<file path="src/rtl/seq_ctrl_if.sv">
// Bus bundle between the sequencer and its datapath/memories.
// The master drives instruction, memory and flag inputs; the slave returns strobes and status.
interface seq_ctrl_if;
  logic        START;
  logic [15:0] INSTR;
  logic        IMEM_RDY;
  logic        DMEM_ACK;
  logic        Z_FLAG;
  logic        PC_RST;
  logic        PC_INC;
  logic        BRANCH;
  logic [7:0]  ADDR_OUT;
  logic        IMEM_RD;
  logic        IR_LOAD;
  logic        ALU_EN;
  logic        DMEM_RD;
  logic        DMEM_WR;
  logic        BUSY;
  logic        HALTED;
  logic        ERR;
  logic        ILLEGAL;
  logic [2:0]  STATE;

  modport master (
    output START, INSTR, IMEM_RDY, DMEM_ACK, Z_FLAG,
    input  PC_RST, PC_INC, BRANCH, ADDR_OUT, IMEM_RD, IR_LOAD, ALU_EN,
           DMEM_RD, DMEM_WR, BUSY, HALTED, ERR, ILLEGAL, STATE
  );

  modport slave (
    input  START, INSTR, IMEM_RDY, DMEM_ACK, Z_FLAG,
    output PC_RST, PC_INC, BRANCH, ADDR_OUT, IMEM_RD, IR_LOAD, ALU_EN,
           DMEM_RD, DMEM_WR, BUSY, HALTED, ERR, ILLEGAL, STATE
  );
endinterface

</file>
<file path="src/rtl/seq_ctrl.sv">
// Instruction sequencer: fetch/decode/execute control with a data-memory wait timeout.
// Strobes are decoded combinationally from the state, the latched instruction and live inputs.
module seq_ctrl #(
  parameter int MEM_TIMEOUT = 255
) (
  input  logic      clk,
  input  logic      RST_N,
  seq_ctrl_if.slave bus
);

  typedef enum logic [2:0] {
    S_IDLE   = 3'd0,
    S_FETCH  = 3'd1,
    S_DECODE = 3'd2,
    S_EXEC   = 3'd3,
    S_MEM    = 3'd4,
    S_HALT   = 3'd5
  } state_t;

  localparam logic [3:0] OP_NOP   = 4'h0;
  localparam logic [3:0] OP_ALU   = 4'h1;
  localparam logic [3:0] OP_LOAD  = 4'h2;
  localparam logic [3:0] OP_STORE = 4'h3;
  localparam logic [3:0] OP_JMP   = 4'h4;
  localparam logic [3:0] OP_JZ    = 4'h5;
  localparam logic [3:0] OP_JNZ   = 4'h6;
  localparam logic [3:0] OP_HALT  = 4'hF;

  // The last wait cycle is the one where the counter already holds MEM_TIMEOUT-1.
  localparam logic [7:0] WAIT_LAST = 8'(MEM_TIMEOUT - 1);

  state_t     state;
  logic [3:0] ir_op;
  logic [7:0] ir_arg;
  logic [7:0] wait_cnt;
  logic       err_q;
  logic       ill_q;

  always_ff @(posedge clk or negedge RST_N) begin
    if (!RST_N) begin
      state    <= S_IDLE;
      ir_op    <= 4'h0;
      ir_arg   <= 8'h00;
      wait_cnt <= 8'h00;
      err_q    <= 1'b0;
      ill_q    <= 1'b0;
    end else begin
      case (state)
        S_IDLE, S_HALT: begin
          if (bus.START) begin
            state <= S_FETCH;
            err_q <= 1'b0;
            ill_q <= 1'b0;
          end
        end
        S_FETCH: begin
          if (bus.IMEM_RDY) begin
            ir_op  <= bus.INSTR[15:12];
            ir_arg <= bus.INSTR[7:0];
            state  <= S_DECODE;
          end
        end
        S_DECODE: state <= S_EXEC;
        S_EXEC: begin
          case (ir_op)
            OP_LOAD, OP_STORE: begin
              state    <= S_MEM;
              wait_cnt <= 8'h00;
            end
            OP_HALT: state <= S_HALT;
            OP_NOP, OP_ALU, OP_JMP, OP_JZ, OP_JNZ: state <= S_FETCH;
            default: begin
              ill_q <= 1'b1;
              state <= S_FETCH;
            end
          endcase
        end
        S_MEM: begin
          // An acknowledge on the final wait cycle still completes the access.
          if (bus.DMEM_ACK) begin
            state <= S_FETCH;
          end else if (wait_cnt == WAIT_LAST) begin
            err_q <= 1'b1;
            state <= S_HALT;
          end else begin
            wait_cnt <= wait_cnt + 8'd1;
          end
        end
        default: state <= S_IDLE;
      endcase
    end
  end

  logic pc_rst, pc_inc, branch, imem_rd, ir_load, alu_en, dmem_rd, dmem_wr;

  always_comb begin
    pc_rst  = 1'b0;
    pc_inc  = 1'b0;
    branch  = 1'b0;
    imem_rd = 1'b0;
    ir_load = 1'b0;
    alu_en  = 1'b0;
    dmem_rd = 1'b0;
    dmem_wr = 1'b0;
    case (state)
      // START may be high while reset is held, so the pulse is gated by RST_N.
      S_IDLE, S_HALT: pc_rst = bus.START & RST_N;
      S_FETCH: begin
        imem_rd = 1'b1;
        ir_load = bus.IMEM_RDY;
      end
      S_EXEC: begin
        case (ir_op)
          OP_ALU: begin
            alu_en = 1'b1;
            pc_inc = 1'b1;
          end
          OP_LOAD, OP_STORE, OP_HALT: ;
          OP_JMP: branch = 1'b1;
          OP_JZ: begin
            branch = bus.Z_FLAG;
            pc_inc = ~bus.Z_FLAG;
          end
          OP_JNZ: begin
            branch = ~bus.Z_FLAG;
            pc_inc = bus.Z_FLAG;
          end
          default: pc_inc = 1'b1;
        endcase
      end
      S_MEM: begin
        dmem_rd = (ir_op == OP_LOAD);
        dmem_wr = (ir_op == OP_STORE);
        pc_inc  = bus.DMEM_ACK;
      end
      default: ;
    endcase
  end

  assign bus.PC_RST   = pc_rst;
  assign bus.PC_INC   = pc_inc;
  assign bus.BRANCH   = branch;
  assign bus.ADDR_OUT = ir_arg;
  assign bus.IMEM_RD  = imem_rd;
  assign bus.IR_LOAD  = ir_load;
  assign bus.ALU_EN   = alu_en;
  assign bus.DMEM_RD  = dmem_rd;
  assign bus.DMEM_WR  = dmem_wr;
  assign bus.BUSY     = (state == S_FETCH) || (state == S_DECODE) ||
                        (state == S_EXEC)  || (state == S_MEM);
  assign bus.HALTED   = (state == S_HALT);
  assign bus.ERR      = err_q;
  assign bus.ILLEGAL  = ill_q;
  assign bus.STATE    = state;

endmodule

</file>
<file path="src/flat_wrapper.sv">
// flat-port wrapper written by rule: the top's interface ports become plain ports
module seq_ctrl_flat 
#(
  parameter int MEM_TIMEOUT = 255
)
  (clk, RST_N, bus_START, bus_INSTR, bus_IMEM_RDY, bus_DMEM_ACK, bus_Z_FLAG, bus_PC_RST, bus_PC_INC, bus_BRANCH, bus_ADDR_OUT, bus_IMEM_RD, bus_IR_LOAD, bus_ALU_EN, bus_DMEM_RD, bus_DMEM_WR, bus_BUSY, bus_HALTED, bus_ERR, bus_ILLEGAL, bus_STATE);
  seq_ctrl_if bus_i ();
  input  logic clk;
  input  logic RST_N;
  input wire logic [$bits(bus_i.START)-1:0] bus_START;
  input wire logic [$bits(bus_i.INSTR)-1:0] bus_INSTR;
  input wire logic [$bits(bus_i.IMEM_RDY)-1:0] bus_IMEM_RDY;
  input wire logic [$bits(bus_i.DMEM_ACK)-1:0] bus_DMEM_ACK;
  input wire logic [$bits(bus_i.Z_FLAG)-1:0] bus_Z_FLAG;
  output wire logic [$bits(bus_i.PC_RST)-1:0] bus_PC_RST;
  output wire logic [$bits(bus_i.PC_INC)-1:0] bus_PC_INC;
  output wire logic [$bits(bus_i.BRANCH)-1:0] bus_BRANCH;
  output wire logic [$bits(bus_i.ADDR_OUT)-1:0] bus_ADDR_OUT;
  output wire logic [$bits(bus_i.IMEM_RD)-1:0] bus_IMEM_RD;
  output wire logic [$bits(bus_i.IR_LOAD)-1:0] bus_IR_LOAD;
  output wire logic [$bits(bus_i.ALU_EN)-1:0] bus_ALU_EN;
  output wire logic [$bits(bus_i.DMEM_RD)-1:0] bus_DMEM_RD;
  output wire logic [$bits(bus_i.DMEM_WR)-1:0] bus_DMEM_WR;
  output wire logic [$bits(bus_i.BUSY)-1:0] bus_BUSY;
  output wire logic [$bits(bus_i.HALTED)-1:0] bus_HALTED;
  output wire logic [$bits(bus_i.ERR)-1:0] bus_ERR;
  output wire logic [$bits(bus_i.ILLEGAL)-1:0] bus_ILLEGAL;
  output wire logic [$bits(bus_i.STATE)-1:0] bus_STATE;
  assign bus_i.START = bus_START;
  assign bus_i.INSTR = bus_INSTR;
  assign bus_i.IMEM_RDY = bus_IMEM_RDY;
  assign bus_i.DMEM_ACK = bus_DMEM_ACK;
  assign bus_i.Z_FLAG = bus_Z_FLAG;
  assign bus_PC_RST = bus_i.PC_RST;
  assign bus_PC_INC = bus_i.PC_INC;
  assign bus_BRANCH = bus_i.BRANCH;
  assign bus_ADDR_OUT = bus_i.ADDR_OUT;
  assign bus_IMEM_RD = bus_i.IMEM_RD;
  assign bus_IR_LOAD = bus_i.IR_LOAD;
  assign bus_ALU_EN = bus_i.ALU_EN;
  assign bus_DMEM_RD = bus_i.DMEM_RD;
  assign bus_DMEM_WR = bus_i.DMEM_WR;
  assign bus_BUSY = bus_i.BUSY;
  assign bus_HALTED = bus_i.HALTED;
  assign bus_ERR = bus_i.ERR;
  assign bus_ILLEGAL = bus_i.ILLEGAL;
  assign bus_STATE = bus_i.STATE;
  seq_ctrl #(.MEM_TIMEOUT(MEM_TIMEOUT)) u_core (.clk(clk), .RST_N(RST_N), .bus(bus_i));
endmodule
</file>
<file path="config.mk">
export PLATFORM = sky130hd
export DESIGN_NAME = seq_ctrl_flat
export DESIGN_NICKNAME = d
export VERILOG_FILES = /design/src/rtl/seq_ctrl_if.sv /design/src/rtl/seq_ctrl.sv /design/src/flat_wrapper.sv
export SDC_FILE = /design/constraint.sdc
export NUM_CORES = 1
export LEC_CHECK = 0
export CAP_MARGIN = 15
export CORE_ASPECT_RATIO = 1.25
export CORE_MARGIN = 4
export CORE_UTILIZATION = 26
export DETAILED_ROUTE_END_ITERATION = 8
export PLACE_DENSITY = 0.49
export SLEW_MARGIN = 5
export SYNTH_ARGS = -nofsm -noshare
export SYNTH_HDL_FRONTEND = slang
export SYNTH_SLANG_ARGS = --single-unit
</file>
<file path="constraint.sdc">
create_clock -name clk -period 3.4 [get_ports clk]
set_input_delay 0.68 -clock clk [delete_from_list [all_inputs] [get_ports clk]]
set_output_delay 0.68 -clock clk [all_outputs]
set_load 0.02 [all_outputs]
</file>
==> summary.txt <==
Routing
  – # DRC: 0
  – Iter 0 DRT Violations: 38
  – Total wire length: 3410 um
  – Vias post-DR: 1,170
  – Drt pass-1 iters: 4
  – Post-DR wirelength/cell: 14.6 um
  – Via density: 5.00
  – Antenna viol nets, final: 0

Yosys
  – Seq/Total Area, Yosys: 46.4%
  – Post-synth EDFFs: 0
  – Most used flip-flop cell after synthesis: dfrtp_1
  – Synthesized cell area: 1350 sq um
  – Post-synthesis cell type count: 37
  – Syn_nets: 156
  – Post-synth ARST share: 100%
  – FF+latch count, synth: 25
  – Post-Synthesis Cells: 132
  – Syn_area_per_cell: 10.2 sq um
  – YS warnings: 0

Worst setup path
  – CP Class: input port to output port
  – Req. time, crit path: 2.72 ns
  – R2R Setup Slk: 1.45 ns
  – Crit end category: output port
  – Crit path launch type: input port
  – Critical path fanouts, max: 3
  – Worst flop-to-flop path endpoint: u_core.wait_cnt[5]$_DFFE_PN0P_
  – Reg-to-reg critical path startpoint: u_core.bus.STATE[2]$_DFFE_PN0P_
  – Worst reg2reg path depth: 4
  – CP arrival: 2.32 ns

Clock network
  – Clk Latency, worst-skew pair: 0.27 ns
  – Clock buffer depth: 2
  – Hold Buf Count CTS: 0
  – CTS tree: done
  – Resized Gates After CTS: 0
  – CTS Buf Count: 3
  – H-tree levels: 1
  – Clock Tree Root: clkbuf_8
  – Clk pin slew, worst setup/hold paths: 0.09 ns
  – # clock sinks: 25
  – Post-CTS Setup Bufs: 0

Global route
  – Global route overflow: 0
  – Initial antenna violation count: 0
  – Largest net degree at the start of global routing: 26
  – Global-route wire length before repair: 5590 um
  – GRT Overall Usage: 11.2%
  – Number of global-route vias before repair: 1,213

STA
  – RSZ-0062 raised after global routing: false
  – Final min period: 3.00 ns
  – Fin crit share: 88.2%
  – Clk_skew: 0.00221 ns
  – Fmax: 334 MHz
  – Hold Vio Cnt, Final: 0
  – Final TNS setup: 0 ns
  – Max_slew headroom: 70.6%
  – Finish-stage setup viols: 0
  – Slew Limit Fails: 0
  – Final worst setup slack: 0.402 ns
  – Actual slew at the worst max-slew pin: 0.441 ns

Cells and area
  – Most frequent cells in the layout: 40 x clkdlybuf4s50_1, 25 x dfrtp_1, 12 x mux2_2
  – Syn-to-layout area delta: 38.5%
  – Final #Nets: 197
  – Antenna cell count: 0
  – Commonest non-fill, non-tap cell in the layout: clkdlybuf4s50_1
  – Fraction of layout cells with a size suffix above 1: 12.2%

Die
  – Ports: 45
  – DIE HEIGHT: 88.5 um
  – Full die area: 6410 sq um
  – Placeable core region: 5040 sq um
  – Row Count: 29
  – Die width: 72.4 um
  – Starting Density: 26.7%

Power
  – Pwr dens: 776 nW/um^2
  – Reg power frac: 39.1%
  – Clock network power share: 12.7%
  – Power Internal: 868 uW
  – Psw: 581 uW
  – Sw Ratio: 40.1%
  – Power share of the combinational group: 48.2%
  – Peak VDD IR: 337 uV
  – Leak: 0.744 nW

Place
  – Setup WS pre-CTS: 0.388 ns
  – HPWL after DPL: 2640 um
  – # port buffers: 40
  – Gpl congestion: 0.782

Outcome
  – Status: finished, final reports clean

Worst hold path
  – Worst Min Path Start: u_core.bus.ADDR_OUT[5]$_DFFE_PN0P_
  – Worst Hold Path Cells: 1
  – Type of the worst min-delay path: register to register
  – Worst Hold End: u_core.bus.ADDR_OUT[5]$_DFFE_PN0P_

Job
  – Max-Cap Viols: 0
[power by group through the flow]
stage / combinational (mW) / clock, mW / sequential [mW]
global route: 0.764 / 0.206 / 0.593
global placement: 0.700 / 0 / 0.568
floorplan: 0.411 / 0 / 0.563
finish: 0.698 / 0.184 / 0.567
CTS: 0.711 / 0.192 / 0.569
detailed placement: 0.708 / 0 / 0.574
[kinds of logic (layout without fill, tap and decap cells)]
kind of cell	after synthesis	count (layout)	share of synthesized area (%)
AO/OA/AOI/OAI	29	29	13.8
multiplexers	14	14	11.5
AND/OR/NAND/NOR	48	48	21.2
adder cells (fa/ha/maj)	2	2	1.85
flip-flops	25	25	46.4
buffers and inverters	11	51	3.34
XOR/XNOR	3	3	1.95
[synth_stat cells, types with 4 or more instances]
cell | n | area share [%]
a21oi_1 | 7 | 2.6
a31oi_1 | 4 | 1.9
clkbuf_1 | 5 | 1.4
dfrtp_1 | 25 | 46
mux2_2 | 12 | 10
nand2_1 | 7 | 1.9
nand2b_1 | 5 | 2.3
nand3_1 | 7 | 2.6
nor2_1 | 9 | 2.5
o21ai_0 | 5 | 1.9
[final cells by class]
class                           count  area, sq um
Clock buffer                        4         45.0
Fill cell                         497         3180
Timing Repair Buffer               44          430
Inverter                            3         11.3
Sequential cell                    25          626
Multi-Input combinational cell     96          678
Tap cell                           62         77.6
[registers in the layout, summed over array words and instances (netlist names)]
name                 cells
u_core.ir_op             4
u_core.bus.ADDR_OUT      8
u_core.wait_cnt          8
u_core.bus.STATE         3
u_core.bus.ILLEGAL       1
u_core.bus.ERR           1
[worst max path at each step]
stage | start | to | slack, ns | depth (start not counted)
after global placement | bus_Z_FLAG | bus_PC_INC | 0.44 | 6
after global routing | bus_Z_FLAG | bus_PC_INC | 0.32 | 6
after detailed placement | bus_Z_FLAG | bus_PC_INC | 0.39 | 6
final | bus_Z_FLAG | bus_PC_INC | 0.40 | 6
after floorplan | u_core.bus.STATE[2]$_DFFE_PN0P_ | bus_DMEM_RD | 1.22 | 4
after CTS | bus_Z_FLAG | bus_PC_INC | 0.38 | 6
[worst max-delay path: stages]
cell	delay, ns
clkdlybuf4s50_1	0.52
nand2b_1	0.12
o22ai_1	0.08
o21bai_1	0.14
a32o_1	0.17
clkdlybuf4s50_1	0.60
[per-layer routing]
layer  up-vias  track usage (%)  share of wire [%]
met2        32             20.9                 53
li1        560                -                  -
met3         7             2.73                5.7
met5         -                0                  0
met4         0             4.70                2.1
met1       571             11.9                 39
[through the flow]
step / cells / hold slack [ns] / cell area, sq um / util [%] / power, mW
floorplan: 132 / 0.384 / 1350 / - / 0.974
global placement: 230 / 0.493 / 1820 / 36.1 / 1.27
detailed placement: 230 / 0.499 / 1820 / 36.1 / 1.28
CTS: 234 / 0.523 / 1870 / 37.0 / 1.47
global route: 234 / 0.544 / 1870 / 37.0 / 1.56
finish: 234 / 0.518 / 1870 / 37.0 / 1.45
No activity file was read; power rests on OpenSTA's default activity.
==> RTL change: new RTL, same flow settings <==
Reset style: synchronous (`RST_N`), changed in one clocked block.
--- a/src/rtl/seq_ctrl.sv
+++ b/src/rtl/seq_ctrl.sv
@@ -36,7 +36,7 @@
   logic       err_q;
   logic       ill_q;
 
-  always_ff @(posedge clk or negedge RST_N) begin
+  always_ff @(posedge clk) begin
     if (!RST_N) begin
       state    <= S_IDLE;
       ir_op    <= 4'h0;
Check against the original RTL: differs if RST_N is asserted again (counterexample within 4 cycles, from zero or initial values and one cycle with RST_N low); with RST_N held inactive, the same outputs for 10 cycles.
==> RTL change against the original RTL <==
  * Sequential cell count unchanged
  * Final area about the same
  * Highest routed layer unchanged
  * Critical path type unchanged
  * Hold slack worse by 0.063 ns
  * Largest cell class unchanged
  * Area after synthesis is 2.1% higher
  * Die area is 1.9% higher
  * First-iteration DRC count increased by 26%
  * Setup slack worse by 0.15 ns
  * Non-clock buffer count unchanged
  * Routed wire length rose by 0.18%
Power is not compared: it rests on default switching activity, and its combinational part moved more than twofold at a synthesized area within 25%.
==> RTL change: results (changes against the original RTL) <==
metric;value;unit;change
status;complete, no violations;;
critical path arrival;2.47;ns;+0.15 ns
RR Startpoint;u_core.wait_cnt[0]$_SDFFE_PN0P_;;
r2r endpoint;u_core.wait_cnt[7]$_SDFFE_PN0P_;;
dominant cells by area after synthesis;dfxtp_1 (36%), nand2_1 (9.3%), a21oi_1 (7.6%), o31ai_1 (2.7%), or4_1 (2.7%);;
Post-Syn Nets;194;;+24%
WL final;3420;µm;+0.18%
register area share after synthesis;36.33;%;-10 points
fillers;538;;+8.2%
net count reported at finish;232;;+18%
Max-slew headroom;52.45;%;-18 points
RD Place Congestion;0.7049;;-9.9%
asr flop ratio synth;0;%;-100 points
Tot GR Track Use;11.18;%;about the same
Worst Hold Class;reg2reg;;
synth unique cells;47;;+27%
xor/xnor share of the synthesized area;2.543;%;+0.60 points
Vias;1308;;+12%
Hold Path Sink;u_core.bus.ADDR_OUT[6]$_SDFFE_PN0P_;;
placed cell areas;1822;µm²;about the same
cells on worst reg2reg path;6;;+2
Final Core Density;36.49;%;-0.55 points
worst hold stages;2;;+1
Post-Synth Adder-Cell Area;1.817;%;-0.039 points
Synth top cells by count;nand2_1 (34), dfxtp_1 (25), a21oi_1 (21), nor2_1 (7);;
multiplexer share of the synthesized area;3.270;%;-8.2 points
hold_sp;u_core.bus.ADDR_OUT[6]$_SDFFE_PN0P_;;
clock skew;0.001679;ns;-0.0005360 ns
==> RTL change: metrics by stage <==
step / std cells / setup WS, ns
2_1_floorplan: 170 / 1.113
6_report: 269 / 0.2541
5_1_grt: 269 / 0.1704
3_3_place_gp: 265 / 0.2509
4_1_cts: 269 / 0.2309
3_5_place_dp: 265 / 0.2309
==> RTL change: kinds of logic after synthesis <==
family                   Yosys count
buffers and inverters             17
XOR/XNOR                           4
AO/OA/AOI/OAI                     43
AND/OR/NAND/NOR                   75
multiplexers                       4
adder cells (fa/ha/maj)            2
flip-flops                        25
==> RTL change: area by class of cell <==
cell class / count / area share [%]
inverter: 6 / 1.206
multi-input combinational: 128 / 42.36
timing repair buffer: 44 / 23.06
tap: 62 / 4.155
clock buffer: 4 / 2.413
sequential: 25 / 26.81
==> RTL change: power groups by stage <==
stage               Sequential (mW)  Combinational [mW]  Clock (mW)
floorplan                     0.343               0.116           0
global placement              0.348               0.194           0
detailed placement            0.347               0.195           0
CTS                           0.341               0.196       0.186
global route                  0.346               0.208       0.195
finish                        0.340               0.191       0.174
==> RTL change: worst max-delay path by stage <==
stage	end	slack (ns)	depth (start not counted)
2_1_floorplan	bus_BRANCH	1.11	4
3_3_place_gp	bus_PC_INC	0.25	5
3_5_place_dp	bus_PC_INC	0.23	5
4_1_cts	bus_PC_INC	0.23	5
5_1_grt	bus_PC_INC	0.17	5
6_report	bus_PC_INC	0.25	5
==> RTL change: tightest hold or removal path: cells and delay by family, from the launching register on <==
| kind | cells | cell delay [ns] |
|---|---|---|
| DFF | 1 | 0.31 |
| and+or+nand+nor | 1 | 0.05 |
| AOI/OAI and AO/OA | 1 | 0.05 |
==> RTL change: routing by layer <==
metal  vias to the layer above  GRT usage (%)  routed length [µm]
li1                        683              -                   -
met1                       592          13.25                1533
met2                        31          18.80                1586
met3                         2          4.612                 283
met4                         0          2.517                  17
met5                         -              0                   0
